==> src/rtl/pipeline_memory_pkg.sv <==
// rtl/pipeline_memory_pkg.sv - shared types and load-extension helpers for pipeline_memory_sb
package pipeline_memory_pkg;

  localparam int SB_ADDR_W = 64;
  localparam int SB_DATA_W = 64;

  typedef enum logic [6:0] {
    OP_NONE  = 7'd0,
    OP_LOAD  = 7'd1,
    OP_STORE = 7'd2,
    OP_ALU   = 7'd3
  } opcode_e;

  typedef enum logic [3:0] {
    SZ_B  = 4'd0,
    SZ_H  = 4'd1,
    SZ_W  = 4'd2,
    SZ_D  = 4'd3,
    SZ_BU = 4'd4,
    SZ_WU = 4'd5,
    SZ_HU = 4'd6
  } mem_size_e;

  typedef enum logic [1:0] {F_IDLE, F_LD_REQ, F_LD_RESP} front_state_e;
  typedef enum logic [1:0] {D_IDLE, D_REQ, D_WAIT} drain_state_e;

  typedef struct packed {
    logic [SB_ADDR_W-1:0] addr;
    logic [SB_DATA_W-1:0] data;
    logic [1:0]           size;
  } sb_entry_t;

  // Byte width code (0 B, 1 H, 2 W, 3 D) shared by stores and loads; unknown sizes act as D.
  function automatic logic [1:0] size_width(input logic [3:0] sz);
    case (sz)
      SZ_B, SZ_BU: size_width = 2'd0;
      SZ_H, SZ_HU: size_width = 2'd1;
      SZ_W, SZ_WU: size_width = 2'd2;
      default:     size_width = 2'd3;
    endcase
  endfunction

  function automatic logic [SB_DATA_W-1:0] extend_load(input logic [SB_DATA_W-1:0] raw,
                                                       input logic [3:0] sz);
    case (sz)
      SZ_B:    extend_load = {{56{raw[7]}}, raw[7:0]};
      SZ_BU:   extend_load = {56'd0, raw[7:0]};
      SZ_H:    extend_load = {{48{raw[15]}}, raw[15:0]};
      SZ_HU:   extend_load = {48'd0, raw[15:0]};
      SZ_W:    extend_load = {{32{raw[31]}}, raw[31:0]};
      SZ_WU:   extend_load = {32'd0, raw[31:0]};
      default: extend_load = raw;
    endcase
  endfunction

endpackage

==> src/rtl/mem_store_buffer.sv <==
// rtl/mem_store_buffer.sv - circular store buffer with per-entry dword overlap compare
// Youngest-match outputs exist only when PIPELINE_MEMORY_SB_FWD_EN is defined.
module mem_store_buffer
  import pipeline_memory_pkg::*;
#(
  parameter int SB_DEPTH = 4
) (
  input  logic                  clk,
  input  logic                  reset,
  input  logic                  i_push,
  input  sb_entry_t             i_push_entry,
  input  logic                  i_pop,
  input  logic [SB_ADDR_W-4:0]  i_chk_dword,
`ifdef PIPELINE_MEMORY_SB_FWD_EN
  output logic                  o_young_hit,
  output sb_entry_t             o_young_entry,
`endif
  output sb_entry_t             o_head,
  output logic                  o_full,
  output logic                  o_empty,
  output logic [SB_DEPTH-1:0]   o_overlap
);

  localparam int PW = $clog2(SB_DEPTH);

  sb_entry_t           r_mem [SB_DEPTH];
  logic [SB_DEPTH-1:0] r_valid;
  logic [PW-1:0]       r_wr_ptr;
  logic [PW-1:0]       r_rd_ptr;
  logic [PW:0]         r_count;

  always_ff @(posedge clk) begin
    if (reset) begin
      r_valid  <= '0;
      r_wr_ptr <= '0;
      r_rd_ptr <= '0;
      r_count  <= '0;
    end else begin
      if (i_push) begin
        r_valid[r_wr_ptr] <= 1'b1;
        r_wr_ptr          <= r_wr_ptr + PW'(1);
      end
      if (i_pop) begin
        r_valid[r_rd_ptr] <= 1'b0;
        r_rd_ptr          <= r_rd_ptr + PW'(1);
      end
      case ({i_push, i_pop})
        2'b10:   r_count <= r_count + (PW+1)'(1);
        2'b01:   r_count <= r_count - (PW+1)'(1);
        default: r_count <= r_count;
      endcase
    end
  end

  always_ff @(posedge clk) begin
    if (i_push) r_mem[r_wr_ptr] <= i_push_entry;
  end

  assign o_head  = r_mem[r_rd_ptr];
  assign o_full  = (r_count == (PW+1)'(SB_DEPTH));
  assign o_empty = (r_count == '0);

  always_comb begin
    o_overlap = '0;
    for (int i = 0; i < SB_DEPTH; i++) begin
      o_overlap[i] = r_valid[i] && (r_mem[i].addr[SB_ADDR_W-1:3] == i_chk_dword);
    end
  end

`ifdef PIPELINE_MEMORY_SB_FWD_EN
  logic [PW-1:0] w_idx;
  logic [PW-1:0] w_young_idx;

  // Valid entries are contiguous from the read pointer, so the last hit in age order is the youngest.
  always_comb begin
    o_young_hit = 1'b0;
    w_young_idx = '0;
    w_idx       = '0;
    for (int k = 0; k < SB_DEPTH; k++) begin
      w_idx = r_rd_ptr + PW'(k);
      if (o_overlap[w_idx]) begin
        o_young_hit = 1'b1;
        w_young_idx = w_idx;
      end
    end
  end

  assign o_young_entry = r_mem[w_young_idx];
`endif

endmodule

==> src/rtl/pipeline_memory_sb.sv <==
// rtl/pipeline_memory_sb.sv - memory stage with background-draining store buffer
// Define PIPELINE_MEMORY_SB_FWD_EN for exact-match store-to-load forwarding.
module pipeline_memory_sb
  import pipeline_memory_pkg::*;
#(
  parameter int ADDR_WIDTH = 64,
  parameter int DATA_WIDTH = 64,
  parameter int SB_DEPTH   = 4
) (
  input  logic                  clk,
  input  logic                  reset,
  input  logic                  in_valid,
  output logic                  ready,
  input  logic [ADDR_WIDTH-1:0] ex_res,
  input  logic [DATA_WIDTH-1:0] r2_val,
  input  logic [4:0]            dst_reg,
  input  logic [6:0]            opcode,
  input  logic [3:0]            mem_operation_size,
  input  logic                  ecall,
  output logic                  wb_enable,
  output logic [4:0]            wb_dst_reg,
  output logic [DATA_WIDTH-1:0] wb_dst_val,
  output logic                  ecall_wb,
  output logic                  pending_write,
  output logic [ADDR_WIDTH-1:0] pending_write_addr,
  output logic [DATA_WIDTH-1:0] pending_write_data,
  output logic [1:0]            pending_write_size,
  output logic [ADDR_WIDTH-1:0] S_R_ADDR,
  output logic                  S_R_ADDR_VALID,
  input  logic [DATA_WIDTH-1:0] S_R_DATA,
  input  logic                  S_R_DATA_VALID,
  output logic                  S_W_VALID,
  output logic [ADDR_WIDTH-1:0] S_W_ADDR,
  output logic [DATA_WIDTH-1:0] S_W_DATA,
  output logic [3:0]            S_W_SIZE,
  input  logic                  S_W_READY,
  input  logic                  S_W_COMPLETE
);

  front_state_e        r_fstate, w_fnext;
  drain_state_e        r_dstate, w_dnext;
  logic [ADDR_WIDTH-1:0] r_ld_addr;
  logic [3:0]          r_ld_size;
  logic [4:0]          r_ld_dst;

  sb_entry_t           w_push_entry;
  sb_entry_t           w_head;
  logic                w_full, w_empty;
  logic [SB_DEPTH-1:0] w_overlap;
  logic                w_accept, w_push, w_pop, w_fwd, w_ld_issue;

  always_comb begin
    w_push_entry      = '0;
    w_push_entry.addr = SB_ADDR_W'(ex_res);
    w_push_entry.data = SB_DATA_W'(r2_val);
    w_push_entry.size = size_width(mem_operation_size);
  end

`ifdef PIPELINE_MEMORY_SB_FWD_EN
  logic      w_young_hit;
  sb_entry_t w_young_entry;
  logic      w_young_fwd_ok;
  assign w_young_fwd_ok = w_young_hit && (w_young_entry.addr == w_push_entry.addr)
                          && (w_young_entry.size == w_push_entry.size);
`endif

  mem_store_buffer #(.SB_DEPTH(SB_DEPTH)) u_sb (
    .clk          (clk),
    .reset        (reset),
    .i_push       (w_push),
    .i_push_entry (w_push_entry),
    .i_pop        (w_pop),
    .i_chk_dword  (w_push_entry.addr[SB_ADDR_W-1:3]),
`ifdef PIPELINE_MEMORY_SB_FWD_EN
    .o_young_hit  (w_young_hit),
    .o_young_entry(w_young_entry),
`endif
    .o_head       (w_head),
    .o_full       (w_full),
    .o_empty      (w_empty),
    .o_overlap    (w_overlap)
  );

  // Front FSM: state register, next state, outputs.
  always_ff @(posedge clk) begin
    if (reset) r_fstate <= F_IDLE;
    else       r_fstate <= w_fnext;
  end

  always_comb begin
    w_fnext = r_fstate;
    case (r_fstate)
      F_IDLE, F_LD_RESP: w_fnext = w_ld_issue ? F_LD_REQ : F_IDLE;
      F_LD_REQ:          if (S_R_DATA_VALID) w_fnext = F_LD_RESP;
      default:           w_fnext = F_IDLE;
    endcase
  end

  // F_LD_RESP is the writeback cycle of a load and accepts new work exactly like F_IDLE.
  always_comb begin
    ready          = 1'b0;
    w_fwd          = 1'b0;
    S_R_ADDR_VALID = (r_fstate == F_LD_REQ);
    S_R_ADDR       = S_R_ADDR_VALID ? r_ld_addr : '0;
    if (!reset && r_fstate != F_LD_REQ) begin
      case (opcode)
        OP_NONE, OP_ALU: ready = 1'b1;
        OP_STORE:        ready = !w_full;
        OP_LOAD: begin
          ready = !(|w_overlap);
`ifdef PIPELINE_MEMORY_SB_FWD_EN
          if ((|w_overlap) && w_young_fwd_ok) begin
            ready = 1'b1;
            w_fwd = 1'b1;
          end
`endif
        end
        default:         ready = w_empty && (r_dstate == D_IDLE);
      endcase
    end
  end

  assign w_accept   = in_valid && ready;
  assign w_push     = w_accept && (opcode == OP_STORE);
  assign w_ld_issue = w_accept && (opcode == OP_LOAD) && !w_fwd;

  always_ff @(posedge clk) begin
    if (reset) begin
      r_ld_addr <= '0;
      r_ld_size <= '0;
      r_ld_dst  <= '0;
    end else if (w_ld_issue) begin
      r_ld_addr <= ex_res;
      r_ld_size <= mem_operation_size;
      r_ld_dst  <= dst_reg;
    end
  end

  // Drain FSM: state register, next state, outputs.
  always_ff @(posedge clk) begin
    if (reset) r_dstate <= D_IDLE;
    else       r_dstate <= w_dnext;
  end

  always_comb begin
    w_dnext = r_dstate;
    case (r_dstate)
      D_IDLE:  if (!w_empty) w_dnext = D_REQ;
      D_REQ:   if (S_W_READY) w_dnext = D_WAIT;
      D_WAIT:  if (S_W_COMPLETE) w_dnext = D_IDLE;
      default: w_dnext = D_IDLE;
    endcase
  end

  always_comb begin
    S_W_VALID = (r_dstate == D_REQ);
    S_W_ADDR  = S_W_VALID ? ADDR_WIDTH'(w_head.addr) : '0;
    S_W_DATA  = S_W_VALID ? DATA_WIDTH'(w_head.data) : '0;
    S_W_SIZE  = S_W_VALID ? {2'b00, w_head.size} : 4'd0;
    w_pop     = (r_dstate == D_WAIT) && S_W_COMPLETE;
  end

  always_ff @(posedge clk) begin
    if (reset) begin
      wb_enable          <= 1'b0;
      wb_dst_reg         <= '0;
      wb_dst_val         <= '0;
      ecall_wb           <= 1'b0;
      pending_write      <= 1'b0;
      pending_write_addr <= '0;
      pending_write_data <= '0;
      pending_write_size <= '0;
    end else begin
      wb_enable     <= 1'b0;
      ecall_wb      <= 1'b0;
      pending_write <= 1'b0;
      if (w_accept && opcode == OP_ALU) begin
        wb_enable  <= 1'b1;
        wb_dst_reg <= dst_reg;
        wb_dst_val <= DATA_WIDTH'(ex_res);
      end
`ifdef PIPELINE_MEMORY_SB_FWD_EN
      if (w_accept && opcode == OP_LOAD && w_fwd) begin
        wb_enable  <= 1'b1;
        wb_dst_reg <= dst_reg;
        wb_dst_val <= DATA_WIDTH'(extend_load(w_young_entry.data, mem_operation_size));
      end
`endif
      if (r_fstate == F_LD_REQ && S_R_DATA_VALID) begin
        wb_enable  <= 1'b1;
        wb_dst_reg <= r_ld_dst;
        wb_dst_val <= DATA_WIDTH'(extend_load(SB_DATA_W'(S_R_DATA), r_ld_size));
      end
      if (w_accept && opcode > 7'd3) ecall_wb <= ecall;
      if (w_pop) begin
        pending_write      <= 1'b1;
        pending_write_addr <= ADDR_WIDTH'(w_head.addr);
        pending_write_data <= DATA_WIDTH'(w_head.data);
        pending_write_size <= w_head.size;
      end
    end
  end

endmodule

==> config.mk <==
export PLATFORM = sky130hd
export DESIGN_NAME = pipeline_memory_sb
export DESIGN_NICKNAME = d
export VERILOG_FILES = /design/src/rtl/pipeline_memory_pkg.sv /design/src/rtl/mem_store_buffer.sv /design/src/rtl/pipeline_memory_sb.sv
export SDC_FILE = /design/constraint.sdc
export NUM_CORES = 1
export LEC_CHECK = 0
export BUFFER_PORTS_ARGS = -buffer_cell sky130_fd_sc_hd__buf_2
export CAP_MARGIN = 30
export CORE_MARGIN = 5
export CORE_UTILIZATION = 38
export DETAILED_ROUTE_END_ITERATION = 10
export PLACE_DENSITY = 0.64
export SETUP_SLACK_MARGIN = 0.02
export SYNTH_ARGS = -nofsm -noshare
export SYNTH_HDL_FRONTEND = slang
export SYNTH_SLANG_ARGS = --single-unit
==> constraint.sdc <==
create_clock -name clk -period 7.5 [get_ports clk]
set_input_delay 1.125 -clock clk [delete_from_list [all_inputs] [get_ports clk]]
set_output_delay 1.125 -clock clk [all_outputs]
set_load 0.1 [all_outputs]
==> results.sh <==
export IMPL_holdPathEnd="wb_dst_val[48]"
export IMPL_critical_path_class="in2out"
export IMPL_rsz0062_at_grt="false"
export IMPL_ys_flop_type="edfxtp_1"
export IMPL_gr_total_overflow=0
export IMPL_die_x_um=314
export IMPL_final_common_cell="buf_2"
export IMPL_drv_slew=0
export IMPL_final_core_util_pct=45.7
export IMPL_postSynth_asyncResetShare_pct=0
export IMPL_insertion_delay_ps=650
export IMPL_h_tree_depth=3
export IMPL_fill_cells=8312
export IMPL_cp_required_ps=6380
export IMPL_ios=616
export IMPL_cts_sinks=812
export IMPL_dp_hpwl_um=85100
export IMPL_synth_area_sq_um=35000
export IMPL_numPlacedInstances=4364
export IMPL_worst_r2r_cell_count=8
export IMPL_path_clk_slew_ps=60
export IMPL_first_global_vias=24300
export IMPL_drcViolationCount=0
export IMPL_fmax_mhz=194
export IMPL_hold_viol=0
export IMPL_dieHeight_um=314
export IMPL_rr_startpoint="u_sb.r_mem[0][81]"
export IMPL_wl_per_cell_um=27.2
export IMPL_io_buffers=613
export IMPL_drt_iter0_drc=2787
export IMPL_status="complete, no violations"
export IMPL_power_per_cell_area_nw_per_um2=228
export IMPL_clockRootBuffer="clkbuf_16"
export IMPL_fin_crit_sh_pct=68.7
export IMPL_grt_pass1_wl_um=175000
export IMPL_drtPass1Iterations=5
export IMPL_syn2layout_area_growth_pct=19.4
export IMPL_holdPathStages=2
export IMPL_max_flop_register="u_sb.r_mem"
export IMPL_yosys_warnings=0
export IMPL_tightest_slew_ps=1090
export IMPL_cp_start_kind="input port"
export IMPL_post_route_min_period_ps=5160
export IMPL_start_util_pct=38.3
export IMPL_fp_row_count=111
export IMPL_ctsHoldBuffers=0
export IMPL_layout_nets=3495
export IMPL_grt_usage_pct=23.9
export IMPL_r2r_setup_slack_ps=4260
export IMPL_final_layout_size_suffix_gt1_share_pct=28.4
export IMPL_rr_endpoint="r_ld_addr[50]"
export IMPL_vias=25300
export IMPL_die_area_sq_um=98300
export IMPL_ys_ff_latch=812
export IMPL_relSlewSlack_pct=27.1
export IMPL_final_cell_mix="buf_2 (613), edfxtp_1 (520), nand2_1 (432), dfxtp_1 (290), a21oi_1 (257)"
export IMPL_drt_wl_total_um=124000
export IMPL_cp_max_fo=10
export IMPL_clk_path_buf_depth=3
export IMPL_arrival_ps=4030
export IMPL_cts_resized=0
export IMPL_grt_max_degree=90
export IMPL_postSynthAreaPerCell_sq_um=12.6
export IMPL_numCtsBuffers=88
export IMPL_end_kind="output port"
export IMPL_finalSetupTns_ps=0
export IMPL_maxCapViolCount=0
export IMPL_place_congestion=0.934
export IMPL_peakVddDrop_mv=0.189
export IMPL_viasPerCell=5.56
export IMPL_antenna_found_initial=25
export IMPL_fin_cells=4542
export IMPL_synth_cell_types=64
export IMPL_cts_tree="built"
export IMPL_syn_inst=2783
export IMPL_core_area_sq_um=91500
export IMPL_largest_register_ffs=520
export IMPL_p_leak_nw=14.9
export IMPL_fin_worst_skew_ps=23.7
export IMPL_post_cts_buffers=0
export IMPL_yosysSeqAreaShare_pct=61.3
export IMPL_hold_start="wb_dst_val[48]"
export IMPL_setup_viol=0
export IMPL_power_total_mw=9.52
export IMPL_synth_edf_count=520
export IMPL_ant_nets=0
export IMPL_min_path_type="reg2reg"
[layer usage]
metal,GRT usage [%],wire length (um),vias to the layer above
li1,-,-,11100
met1,32.4,50200,12700
met2,38.7,58600,1278
met3,6.28,11700,184
met4,6.22,2940,24
met5,0,138,-
[cell usage after synthesis, types with 3 or more instances]
master     count  area [sq um]
o31ai_1       73           548
ha_1           9           113
clkbuf_8       7          96.3
a21oi_1      259          1300
buf_1         19          71.3
o2111ai_1      7          61.3
buf_4          5          37.5
mux4_2       130          2930
and4_1         3          26.3
a2111oi_0      5          43.8
a22o_1        32           280
or2b_2         6          52.6
dfxtp_1      292          5850
nor2b_1       13          81.3
a311oi_1      29           254
xnor2_1      201          1760
or3_1          3          18.8
nand3_1        8          40.0
nor2_1        37           139
inv_1         37           139
nand2b_1      18           113
clkbuf_1     141           529
nand4_1      125           782
o22ai_1        6          37.5
buf_2         66           330
xor2_1         7          61.3
and2_1       198          1240
edfxtp_1     520         15600
a211oi_1       4          30.0
nor3b_1        3          22.5
a221oi_1      10          87.6
nor4_1        18           113
buf_6         13           146
nand2_1      433          1630
mux2i_1       10           100
[critical path, stage by stage]
cell	delay (ps)
buf_2	320
xnor2_1	190
nand3_1	100
a2111oi_0	650
nand3_1	150
o32a_2	420
a2111oi_1	410
buf_2	230
nor4_1	60
buf_2	340
[kinds of logic (layout without fill, tap and decap cells)]
family	Yosys count	in the layout	share of synthesized area [%]
compound gates	446	446	8.15
xor+xnor	208	208	5.20
fa+ha+maj	10	10	0.379
buf+inv	289	849	3.91
flops	812	812	61.3
mux	140	140	8.65
other cells	1	14	0.0107
simple gates	877	877	12.4
[layout make-up]
cell class	instances	area (sq um)	share of cell area [%]
timing repair buffer	648	3470	8.31
inverter	37	141	0.338
sequential	812	21500	51.3
antenna	12	30.0	0.0718
clock buffer	119	2520	6.03
tap	1186	1480	3.55
multi-input combinational	1683	12300	29.3
clock inverter	45	450	1.08
[report_power, final]
group / switching (mW) / leakage (nW) / internal [mW] / total (mW)
clock network: 1.86 / 1.46 / 2.58 / 4.45
logic: 0.234 / 6.42 / 0.0962 / 0.330
registers: 0.00143 / 7.02 / 4.75 / 4.75
[through the flow]
stage,hold slack (ps),worst slack (ps),area [sq um]
floorplan,437,1460,35000
global placement,439,1970,38700
detailed placement,444,2420,38800
CTS,451,2380,41700
global route,468,2190,41800
finish,451,2340,41800
[how the worst max path moves through the flow]
| stage | endpoint | cells after the start | startpoint |
|---|---|---|---|
| after global placement | ready | 9 | ex_res[30] |
| after detailed placement | ready | 10 | ex_res[6] |
| after global routing | ready | 10 | ex_res[12] |
| after CTS | ready | 10 | ex_res[12] |
| final | ready | 10 | ex_res[12] |
| after floorplan | ready | 8 | ex_res[18] |
(Power assumes the default switching activity.)
